File: src/rtl/uart_pkg.sv
// Shared UART constants: bit-period/half-period clock counts for 50 MHz and
// the receiver state encoding.
package uart_pkg;

  // 50 MHz / 9600 and 50 MHz / 19200, shared with the TX-side enable generator.
  localparam logic [15:0] BIT0  = 16'h1458;  // 5208
  localparam logic [15:0] BIT1  = 16'h0A2C;  // 2604
  localparam logic [15:0] HALF0 = 16'h0A2C;  // 2604
  localparam logic [15:0] HALF1 = 16'h0516;  // 1302

  localparam logic [2:0] ST_IDLE  = 3'd0;
  localparam logic [2:0] ST_START = 3'd1;
  localparam logic [2:0] ST_DATA  = 3'd2;
  localparam logic [2:0] ST_STOP  = 3'd3;
  localparam logic [2:0] ST_BREAK = 3'd4;

  typedef enum logic [2:0] {
    S_IDLE  = ST_IDLE,
    S_START = ST_START,
    S_DATA  = ST_DATA,
    S_STOP  = ST_STOP,
    S_BREAK = ST_BREAK
  } rx_state_t;

  // Pick the count for the latched rate: 0 selects the slow rate.
  function automatic logic [15:0] rate_pick(input logic       sel_q,
                                            input logic [15:0] slow,
                                            input logic [15:0] fast);
    return sel_q ? fast : slow;
  endfunction

endpackage

File: src/rtl/uart_rx_if.sv
// Receiver-side signal bundle: line input and rate select in, byte/status out,
// plus the FSM state for observation.
interface uart_rx_if;
  import uart_pkg::*;

  // rxvalid is a one-cycle valid with no ready: there is no backpressure, so
  // the consumer must take rxdata in the cycle rxvalid is high. frame_err is a
  // one-cycle pulse of the same kind and is never high together with rxvalid.
  logic       sel;
  logic       rxd;
  logic [7:0] rxdata;
  logic       rxvalid;
  logic       frame_err;
  logic       busy;
  rx_state_t  state;

  modport master (
    input  sel,
    input  rxd,
    output rxdata,
    output rxvalid,
    output frame_err,
    output busy,
    output state
  );

  modport slave (
    output sel,
    output rxd,
    input  rxdata,
    input  rxvalid,
    input  frame_err,
    input  busy,
    input  state
  );

endinterface

File: src/rtl/uart_rx_sync_2ff.sv
// Generic two-flop synchronizer for asynchronous inputs; resets to RESET_VAL
// (all ones by default, matching an idle-high serial line).
module sync_2ff #(
  parameter int           W         = 1,
  parameter logic [W-1:0] RESET_VAL = {W{1'b1}}
) (
  input  logic         clk,
  input  logic         n_rst,
  input  logic [W-1:0] i_d,
  output logic [W-1:0] o_q
);

  logic [W-1:0] r_meta;
  logic [W-1:0] r_sync;

  always_ff @(posedge clk or negedge n_rst) begin
    if (!n_rst) begin
      r_meta <= RESET_VAL;
      r_sync <= RESET_VAL;
    end else begin
      r_meta <= i_d;
      r_sync <= r_meta;
    end
  end

  assign o_q = r_sync;

endmodule

File: src/rtl/uart_rx.sv
// 8N1 UART receiver: centre-samples each bit with a bit-period counter, emits
// one-cycle rxvalid / frame_err pulses and parks in BREAK while the line is low.
module uart_rx
  import uart_pkg::*;
#(
  parameter logic [15:0] P_BIT0  = BIT0,
  parameter logic [15:0] P_BIT1  = BIT1,
  parameter logic [15:0] P_HALF0 = HALF0,
  parameter logic [15:0] P_HALF1 = HALF1
) (
  input  logic      clk,
  input  logic      n_rst,
  uart_rx_if.master bus
);

  rx_state_t   r_state;
  logic [15:0] r_cnt;
  logic [2:0]  r_bit_idx;
  logic [7:0]  r_shreg;
  logic        r_sel_q;
  logic [7:0]  r_rxdata;
  logic        r_rxvalid;
  logic        r_frame_err;
  logic        r_busy;

  rx_state_t   w_state_nxt;
  logic [15:0] w_cnt_nxt;
  logic [2:0]  w_bit_idx_nxt;
  logic [7:0]  w_shreg_nxt;
  logic        w_sel_q_nxt;
  logic [7:0]  w_rxdata_nxt;
  logic        w_rxvalid_nxt;
  logic        w_frame_err_nxt;
  logic        w_rxd_s;
  logic [15:0] w_bit_last;
  logic [15:0] w_half_last;

  sync_2ff #(
    .W         (1),
    .RESET_VAL (1'b1)
  ) u_sync (
    .clk   (clk),
    .n_rst (n_rst),
    .i_d   (bus.rxd),
    .o_q   (w_rxd_s)
  );

  // Rate comes from the value latched at frame start, so a mid-frame sel
  // change only affects the next frame.
  assign w_bit_last  = rate_pick(r_sel_q, P_BIT0,  P_BIT1)  - 16'd1;
  assign w_half_last = rate_pick(r_sel_q, P_HALF0, P_HALF1) - 16'd1;

  always_ff @(posedge clk or negedge n_rst) begin
    if (!n_rst) begin
      r_state     <= S_IDLE;
      r_cnt       <= 16'd0;
      r_bit_idx   <= 3'd0;
      r_shreg     <= 8'h00;
      r_sel_q     <= 1'b0;
      r_rxdata    <= 8'h00;
      r_rxvalid   <= 1'b0;
      r_frame_err <= 1'b0;
      r_busy      <= 1'b0;
    end else begin
      r_state     <= w_state_nxt;
      r_cnt       <= w_cnt_nxt;
      r_bit_idx   <= w_bit_idx_nxt;
      r_shreg     <= w_shreg_nxt;
      r_sel_q     <= w_sel_q_nxt;
      r_rxdata    <= w_rxdata_nxt;
      r_rxvalid   <= w_rxvalid_nxt;
      r_frame_err <= w_frame_err_nxt;
      r_busy      <= (w_state_nxt != S_IDLE);
    end
  end

  always_comb begin
    w_state_nxt     = r_state;
    w_cnt_nxt       = r_cnt;
    w_bit_idx_nxt   = r_bit_idx;
    w_shreg_nxt     = r_shreg;
    w_sel_q_nxt     = r_sel_q;
    w_rxdata_nxt    = r_rxdata;
    w_rxvalid_nxt   = 1'b0;
    w_frame_err_nxt = 1'b0;

    unique case (r_state)
      S_IDLE: begin
        if (!w_rxd_s) begin
          w_state_nxt = S_START;
          w_cnt_nxt   = 16'd0;
          w_sel_q_nxt = bus.sel;
        end
      end

      S_START: begin
        if (r_cnt == w_half_last) begin
          w_cnt_nxt = 16'd0;
          // A line that is high again at the start-bit centre was a glitch.
          if (!w_rxd_s) begin
            w_state_nxt   = S_DATA;
            w_bit_idx_nxt = 3'd0;
          end else begin
            w_state_nxt = S_IDLE;
          end
        end else begin
          w_cnt_nxt = r_cnt + 16'd1;
        end
      end

      S_DATA: begin
        if (r_cnt == w_bit_last) begin
          w_cnt_nxt   = 16'd0;
          w_shreg_nxt = {w_rxd_s, r_shreg[7:1]};
          if (r_bit_idx == 3'd7) begin
            w_state_nxt = S_STOP;
          end else begin
            w_bit_idx_nxt = r_bit_idx + 3'd1;
          end
        end else begin
          w_cnt_nxt = r_cnt + 16'd1;
        end
      end

      S_STOP: begin
        if (r_cnt == w_bit_last) begin
          w_cnt_nxt = 16'd0;
          if (w_rxd_s) begin
            w_rxdata_nxt  = r_shreg;
            w_rxvalid_nxt = 1'b1;
            w_state_nxt   = S_IDLE;
          end else begin
            w_frame_err_nxt = 1'b1;
            w_state_nxt     = S_BREAK;
          end
        end else begin
          w_cnt_nxt = r_cnt + 16'd1;
        end
      end

      // Wait out a held-low line instead of decoding it as repeated 0x00.
      S_BREAK: begin
        if (w_rxd_s) begin
          w_state_nxt = S_IDLE;
          w_cnt_nxt   = 16'd0;
        end
      end

      default: begin
        w_state_nxt = S_IDLE;
        w_cnt_nxt   = 16'd0;
      end
    endcase
  end

  assign bus.rxdata    = r_rxdata;
  assign bus.rxvalid   = r_rxvalid;
  assign bus.frame_err = r_frame_err;
  assign bus.busy      = r_busy;
  assign bus.state     = r_state;

endmodule
File: src/flat_wrapper.sv
// flat-port wrapper written by rule: the top's interface ports become plain ports
module uart_rx_flat import uart_pkg::*;
#(
  parameter logic [15:0] P_BIT0  = BIT0,
  parameter logic [15:0] P_BIT1  = BIT1,
  parameter logic [15:0] P_HALF0 = HALF0,
  parameter logic [15:0] P_HALF1 = HALF1
)
  (clk, n_rst, bus_sel, bus_rxd, bus_rxdata, bus_rxvalid, bus_frame_err, bus_busy, bus_state);
  uart_rx_if bus_i ();
  input  logic clk;
  input  logic n_rst;
  input wire logic [$bits(bus_i.sel)-1:0] bus_sel;
  input wire logic [$bits(bus_i.rxd)-1:0] bus_rxd;
  output wire logic [$bits(bus_i.rxdata)-1:0] bus_rxdata;
  output wire logic [$bits(bus_i.rxvalid)-1:0] bus_rxvalid;
  output wire logic [$bits(bus_i.frame_err)-1:0] bus_frame_err;
  output wire logic [$bits(bus_i.busy)-1:0] bus_busy;
  output wire logic [$bits(bus_i.state)-1:0] bus_state;
  assign bus_i.sel = bus_sel;
  assign bus_i.rxd = bus_rxd;
  assign bus_rxdata = bus_i.rxdata;
  assign bus_rxvalid = bus_i.rxvalid;
  assign bus_frame_err = bus_i.frame_err;
  assign bus_busy = bus_i.busy;
  assign bus_state = bus_i.state;
  uart_rx #(.P_BIT0(P_BIT0), .P_BIT1(P_BIT1), .P_HALF0(P_HALF0), .P_HALF1(P_HALF1)) u_core (.clk(clk), .n_rst(n_rst), .bus(bus_i));
endmodule
File: config.mk
export PLATFORM = sky130hd
export DESIGN_NAME = uart_rx_flat
export DESIGN_NICKNAME = d
export VERILOG_FILES = /design/src/rtl/uart_pkg.sv /design/src/rtl/uart_rx_if.sv /design/src/rtl/uart_rx_sync_2ff.sv /design/src/rtl/uart_rx.sv /design/src/flat_wrapper.sv
export SDC_FILE = /design/constraint.sdc
export NUM_CORES = 1
export LEC_CHECK = 0
export ABC_CLOCK_PERIOD_IN_PS = 4500
export BUFFER_PORTS_ARGS = -buffer_cell sky130_fd_sc_hd__buf_4
export CORE_MARGIN = 2
export CORE_UTILIZATION = 55
export CTS_BUF_LIST = sky130_fd_sc_hd__clkbuf_8
export DETAILED_ROUTE_END_ITERATION = 10
export MAX_ROUTING_LAYER = met4
export PLACE_DENSITY_LB_ADDON = 0.25
export SYNTH_ARGS = -nofsm -noshare
export SYNTH_HDL_FRONTEND = slang
export SYNTH_SLANG_ARGS = --single-unit
File: constraint.sdc
create_clock -name clk -period 4.5 [get_ports clk]
set_clock_uncertainty 0.1 [all_clocks]
set_input_delay 0.225 -clock clk [delete_from_list [all_inputs] [get_ports clk]]
set_output_delay 0.225 -clock clk [all_outputs]
set_load 0.01 [all_outputs]
Word-level counts from Yosys, hierarchy flattened
Cells that the tools add are included.
{"block": "word_totals", "reg_bits": 44, "inputBits": 4, "output_inout_bits": 14, "wordCells": 65}
{"block": "classes", "n_addsub": 4, "n_eq_ne": 13, "n_mux": 27, "bitwise": 1, "reduce_logical": 9}
{"operator": "16-bit 2-to-1 mux", "n": 4}
{"operator": "16-bit case mux with 4 select lines", "n": 1}
{"operator": "3-bit 2-to-1 mux", "n": 11}
{"operator": "16-bit equality test", "n": 2}
{"operator": "16-bit by 1-bit subtractor with 16-bit output, second input constant", "n": 2}
{"operator": "16-bit by 1-bit adder with 16-bit output, second input constant", "n": 1}
{"operator": "3-bit case mux with 5 select lines", "n": 1}
{"operator": "13-bit 2-to-1 mux", "n": 1}
{"operator": "12-bit 2-to-1 mux", "n": 1}
{"operator": "2-bit inequality test, second input constant", "n": 4}
{"operator": "3-bit by 2-bit equality test with 1-bit output, second input constant", "n": 2}
{"operator": "3-bit equality test, second input constant", "n": 2}
{"operator": "1-bit 2-to-1 mux", "n": 6}
{"operator": "3-bit case mux with 2 select lines", "n": 1}
{"operator": "2-bit AND reduction", "n": 3}
{"operator": "5-bit AND reduction", "n": 1}
{"operator": "2-bit by 1-bit inequality test with 1-bit output, second input constant", "n": 2}
{"operator": "3-bit by 1-bit adder with 3-bit output, second input constant", "n": 1}
{"operator": "3-bit by 1-bit equality test with 1-bit output, second input constant", "n": 1}
{"operator": "3-bit logical NOT", "n": 1}
{"operator": "3-bit AND reduction", "n": 1}
{"operator": "3-bit nonzero test", "n": 1}
{"operator": "2-bit 2-to-1 mux", "n": 1}
{"operator": "2-bit nonzero test", "n": 1}
{"operator": "other kinds (2)", "n": 2}

Longest topological paths before layout
{"block": "logic_depth", "word_depth": 6, "ltp_mapped": 8, "mapped_depth_nobuf": 7}

Cells and area by module
Synthesis repeated with hierarchy kept, for this count alone.
{"block": "hier_totals", "hier_cells": 200, "hier_area_um2": 2279.7}
{"mod": "uart_rx", "instances": 1, "cells_per_inst": 198, "area_per_inst_um2": 2227.1, "seq_area_each_um2": 1051.0}
{"mod": "sync_2ff", "instances": 1, "cells_per_inst": 2, "area_per_inst_um2": 52.6, "seq_area_each_um2": 52.6}

Least setup slack after synthesis
Ideal clock, no wire load.
{"block": "synth_timing", "kind": "reg2reg", "startpoint": "register u_core.r_cnt[7]", "endpoint": "register u_core.r_cnt[3]", "setup_time_ns": 0.126, "arrival_ns": 2.320, "t_required_ns": 4.274, "path_slack_ns": 1.954, "stages_incl_launch_ff": 7, "path_buffers": 0, "synth_period_minus_slack_ns": 2.546, "path_cell_list": "dfrtp_1 > or4_4 > or4_4 > a211oi_4 > o22ai_2 > and3_1 > a221o_1"}
{"block": "synth_between", "elab_chain_cells": 3, "elab_cells_between_ends": 5, "cone_classes": "eq/ne (2); mux (3)"}
{"item": "start: declaration", "line_no": "uart_rx.sv:17", "source": "logic [15:0] r_cnt;"}
{"item": "start signal: assignment", "line_no": "uart_rx.sv:66", "source": "r_cnt <= w_cnt_nxt;"}
{"item": "16-bit equality test (on tied branches)", "line_no": "uart_rx.sv:112, uart_rx.sv:126, uart_rx.sv:97"}
{"item": "16-bit 2-to-1 mux (on tied branches)", "line_no": "uart_rx.sv:112, uart_rx.sv:126, uart_rx.sv:97"}
{"item": "16-bit case mux with 4 select lines (*)", "line_no": "uart_rx.sv:87", "source": "unique case (r_state)"}
Every way passes the cells marked *; elsewhere a longest branch is shown, timed or not.
A chain may end at the register's enable or synchronous reset.

Final worst setup path
Same ends and word-level chain as after synthesis.

==> out/summary.txt <==
Avg Cell Area, Syn - 9.86 um2
Mapped Area - 2300 um2
Sw frac - 20.7%
RD Place Congestion - 0.928
Clock Path Buffers - 2
FF+latch count, synth - 44
Largest cells by area after synthesis - dfrtp_1, mux2_1, mux2_2
Vias - 1,785
Setup TNS - 0 ps
Yosys top cell by area - dfrtp_1
Area share of the largest cell type after synthesis - 45.7%
WL final - 4660 um
Post-CTS setup buffers - 0
Leakage - 1.19 nW
Cells after Synth - 233
Power Total - 0.717 mW
Power Density - 279 nW/um2
Number of flops mapped to enable cells by yosys - 0
Clock tree root buffer cell - clkbuf_8
DR pass1 iterations - 4
GRT overflow - 0
Placed cells - 284
Final hold violation count - 0
First-pass GRT wire length - 8140 um
Synth warn - 0
Most common cell in the netlist - dfrtp_1
CTS resizes - 0
Gate power share - 1.9%
Clock H-tree levels - 2
Reg power frac - 55.8%
Antenna Nets Post-Route - 0
Number of distinct library cells after synthesis - 50
Max_slew headroom - 56.7%
Status - complete, no violations
Setup violations, final - 0
Int Pwr - 0.568 mW
CTS Hold Bufs - 2
Vias in the first global route - 1,822
TritonCTS Buffers - 5
Largest net degree at the start of global routing - 45
Starting density of the core - 57.5%
# diodes - 0
TritonCTS Sinks - 44
Die area - 4710 um2
CTS tree - done
GRT Overall Usage - 23.8%
Post-Syn Nets - 240
Final Core Density - 64.2%
Main synth FF type - dfrtp_1
Drt drc - 0
Worst-skew pair later-pin latency - 290 ps
Max-cap violations - 0
Port buffer count - 17
Die Y - 68.6 um
Area grow syn2layout - 11.6%
Row count - 23
Worst-Margin Slew - 647 ps
Clk pin slew, worst setup/hold paths - 80 ps
Initial antenna violation count - 0
Crit path DAT - 2890 ps
Sequential share of the synthesized area - 48.0%
Clk pwr share - 42.3%
Per-cell routed wire length - 15.9 um
Tmin final - 2800 ps
Filler cells - 331
Post-DP HPWL - 3300 um
IO Count - 18
Kind of critical path - reg2reg
Initial DRC count - 113
Max VDD drop - 187 uV
RSZ-0062 raised after global routing - false
Nets@finish - 250
Layout cells sized above 1 - 17.2%
Req. time, crit path - 4590 ps
Core area - 4000 um2
Cell area after layout - 2570 um2
FMAX - 0.357 GHz
Critical path peak fanout - 28
Ys async rst share - 100%
Fin cells - 294
Fin crit share - 62.3%
DR vias/cell - 6.07
Fin. max-slew vios - 0
Commonest cells post-synth - dfrtp_1, nand2_1, nor2_1
Worst setup EP type - flip-flop
Chip Width - 68.6 um
Critical path launch point type - flip-flop
Hold Crit Class - in2reg
Placed Area - 2430 um2
P_sw - 0.148 mW
==> routing by layer <==
metal	global-route usage (%)	vias to the layer above	wire, um
met2	39.4	36	2330
met1	28.3	879	2120
met3	4.55	10	139
li1	-	860	-
met4	10.0	0	69
met5	-	-	0
==> area by class of cell <==
cell class	count	area [um2]	area share, %
clock inverters	3	47.5	1.85
inverters	7	26.3	1.02
clock buffers	5	68.8	2.68
well taps	50	62.6	2.44
multi-input cells	165	1100	43.0
repair buffers	20	155	6.05
flip-flops and latches	44	1100	43.0
==> power groups by stage <==
stage | logic (mW) | registers (mW) | clock network [mW]
after detailed placement | 0.0130 | 0.408 | 0
final | 0.0138 | 0.400 | 0.303
after floorplan | 0.00474 | 0.406 | 0
after CTS | 0.0145 | 0.400 | 0.310
after global routing | 0.0165 | 0.400 | 0.329
after global placement | 0.0129 | 0.408 | 0
==> sequential cells by signal, summed over array words and instances, names as in the netlist <==
| signal | flops |
|---|---|
| u_core.r_cnt | 16 |
| u_core.bus.rxdata | 8 |
| u_core.r_shreg | 8 |
| u_core.bus.state | 3 |
| u_core.r_bit_idx | 3 |
| u_core.bus.busy | 1 |
| u_core.bus.frame_err | 1 |
| u_core.bus.rxvalid | 1 |
| u_core.r_sel_q | 1 |
| u_core.u_sync.o_q | 1 |
| u_core.u_sync.r_meta | 1 |
==> per-stage QoR <==
step	worst slack, ps	hold WS (ps)
floorplan	1950	-171
global placement	1740	140
detailed placement	1710	145
CTS	1700	53.3
global route	1410	53.8
finish	1700	54.1
==> layout by cell type (no fill, tap or decap), drive strengths merged, types with 4 or more instances in the layout <==
cell type   n
dfrtp      42
nand2      24
nor2       20
buf        18
mux2       18
a21oi      13
nand3      11
a31oi       8
o21ai       7
inv         6
nand4       5
a22o        5
clkbuf      5
nor2b       4
a41oi       4
and3        4
==> path summary, 6_finish.rpt <==
path / from / depth (start not counted) / endpoint / slack [ps]
max in group asynchronous: n_rst / 2 / u_core.u_sync.r_meta / 3580
max: u_core.r_cnt[7] / 7 / u_core.r_cnt[3] / 1700
min reg2reg: u_core.u_sync.r_meta / 0 / u_core.u_sync.o_q / 260
min: bus_sel / 2 / u_core.r_sel_q / 50
min in group asynchronous: n_rst / 2 / u_core.bus.rxdata[5] / 340
max reg2reg: u_core.r_cnt[7] / 7 / u_core.r_cnt[3] / 1700
==> cells by family (layout without fill, tap and decap cells) <==
| group | after synthesis | in the layout | synth area share [%] |
|---|---|---|---|
| adders and majority gates | 3 | 3 | 1.63 |
| DFF | 44 | 44 | 48.0 |
| muxes | 20 | 20 | 9.69 |
| buffers and inverters | 24 | 35 | 4.03 |
| and+or+nand+nor | 88 | 88 | 19.5 |
| xor gates and xnor gates | 3 | 3 | 1.14 |
| AOI/OAI and AO/OA | 51 | 51 | 16.0 |
==> critical path: stages (launching register included) <==
cell and delay, ps:
dfrtp_1 410, or4_4 570, or4_4 570, a211oi_4 280, o22ai_2 90, buf_4 230
and3_1 200, a221o_1 250
(Power assumes the default switching activity.)
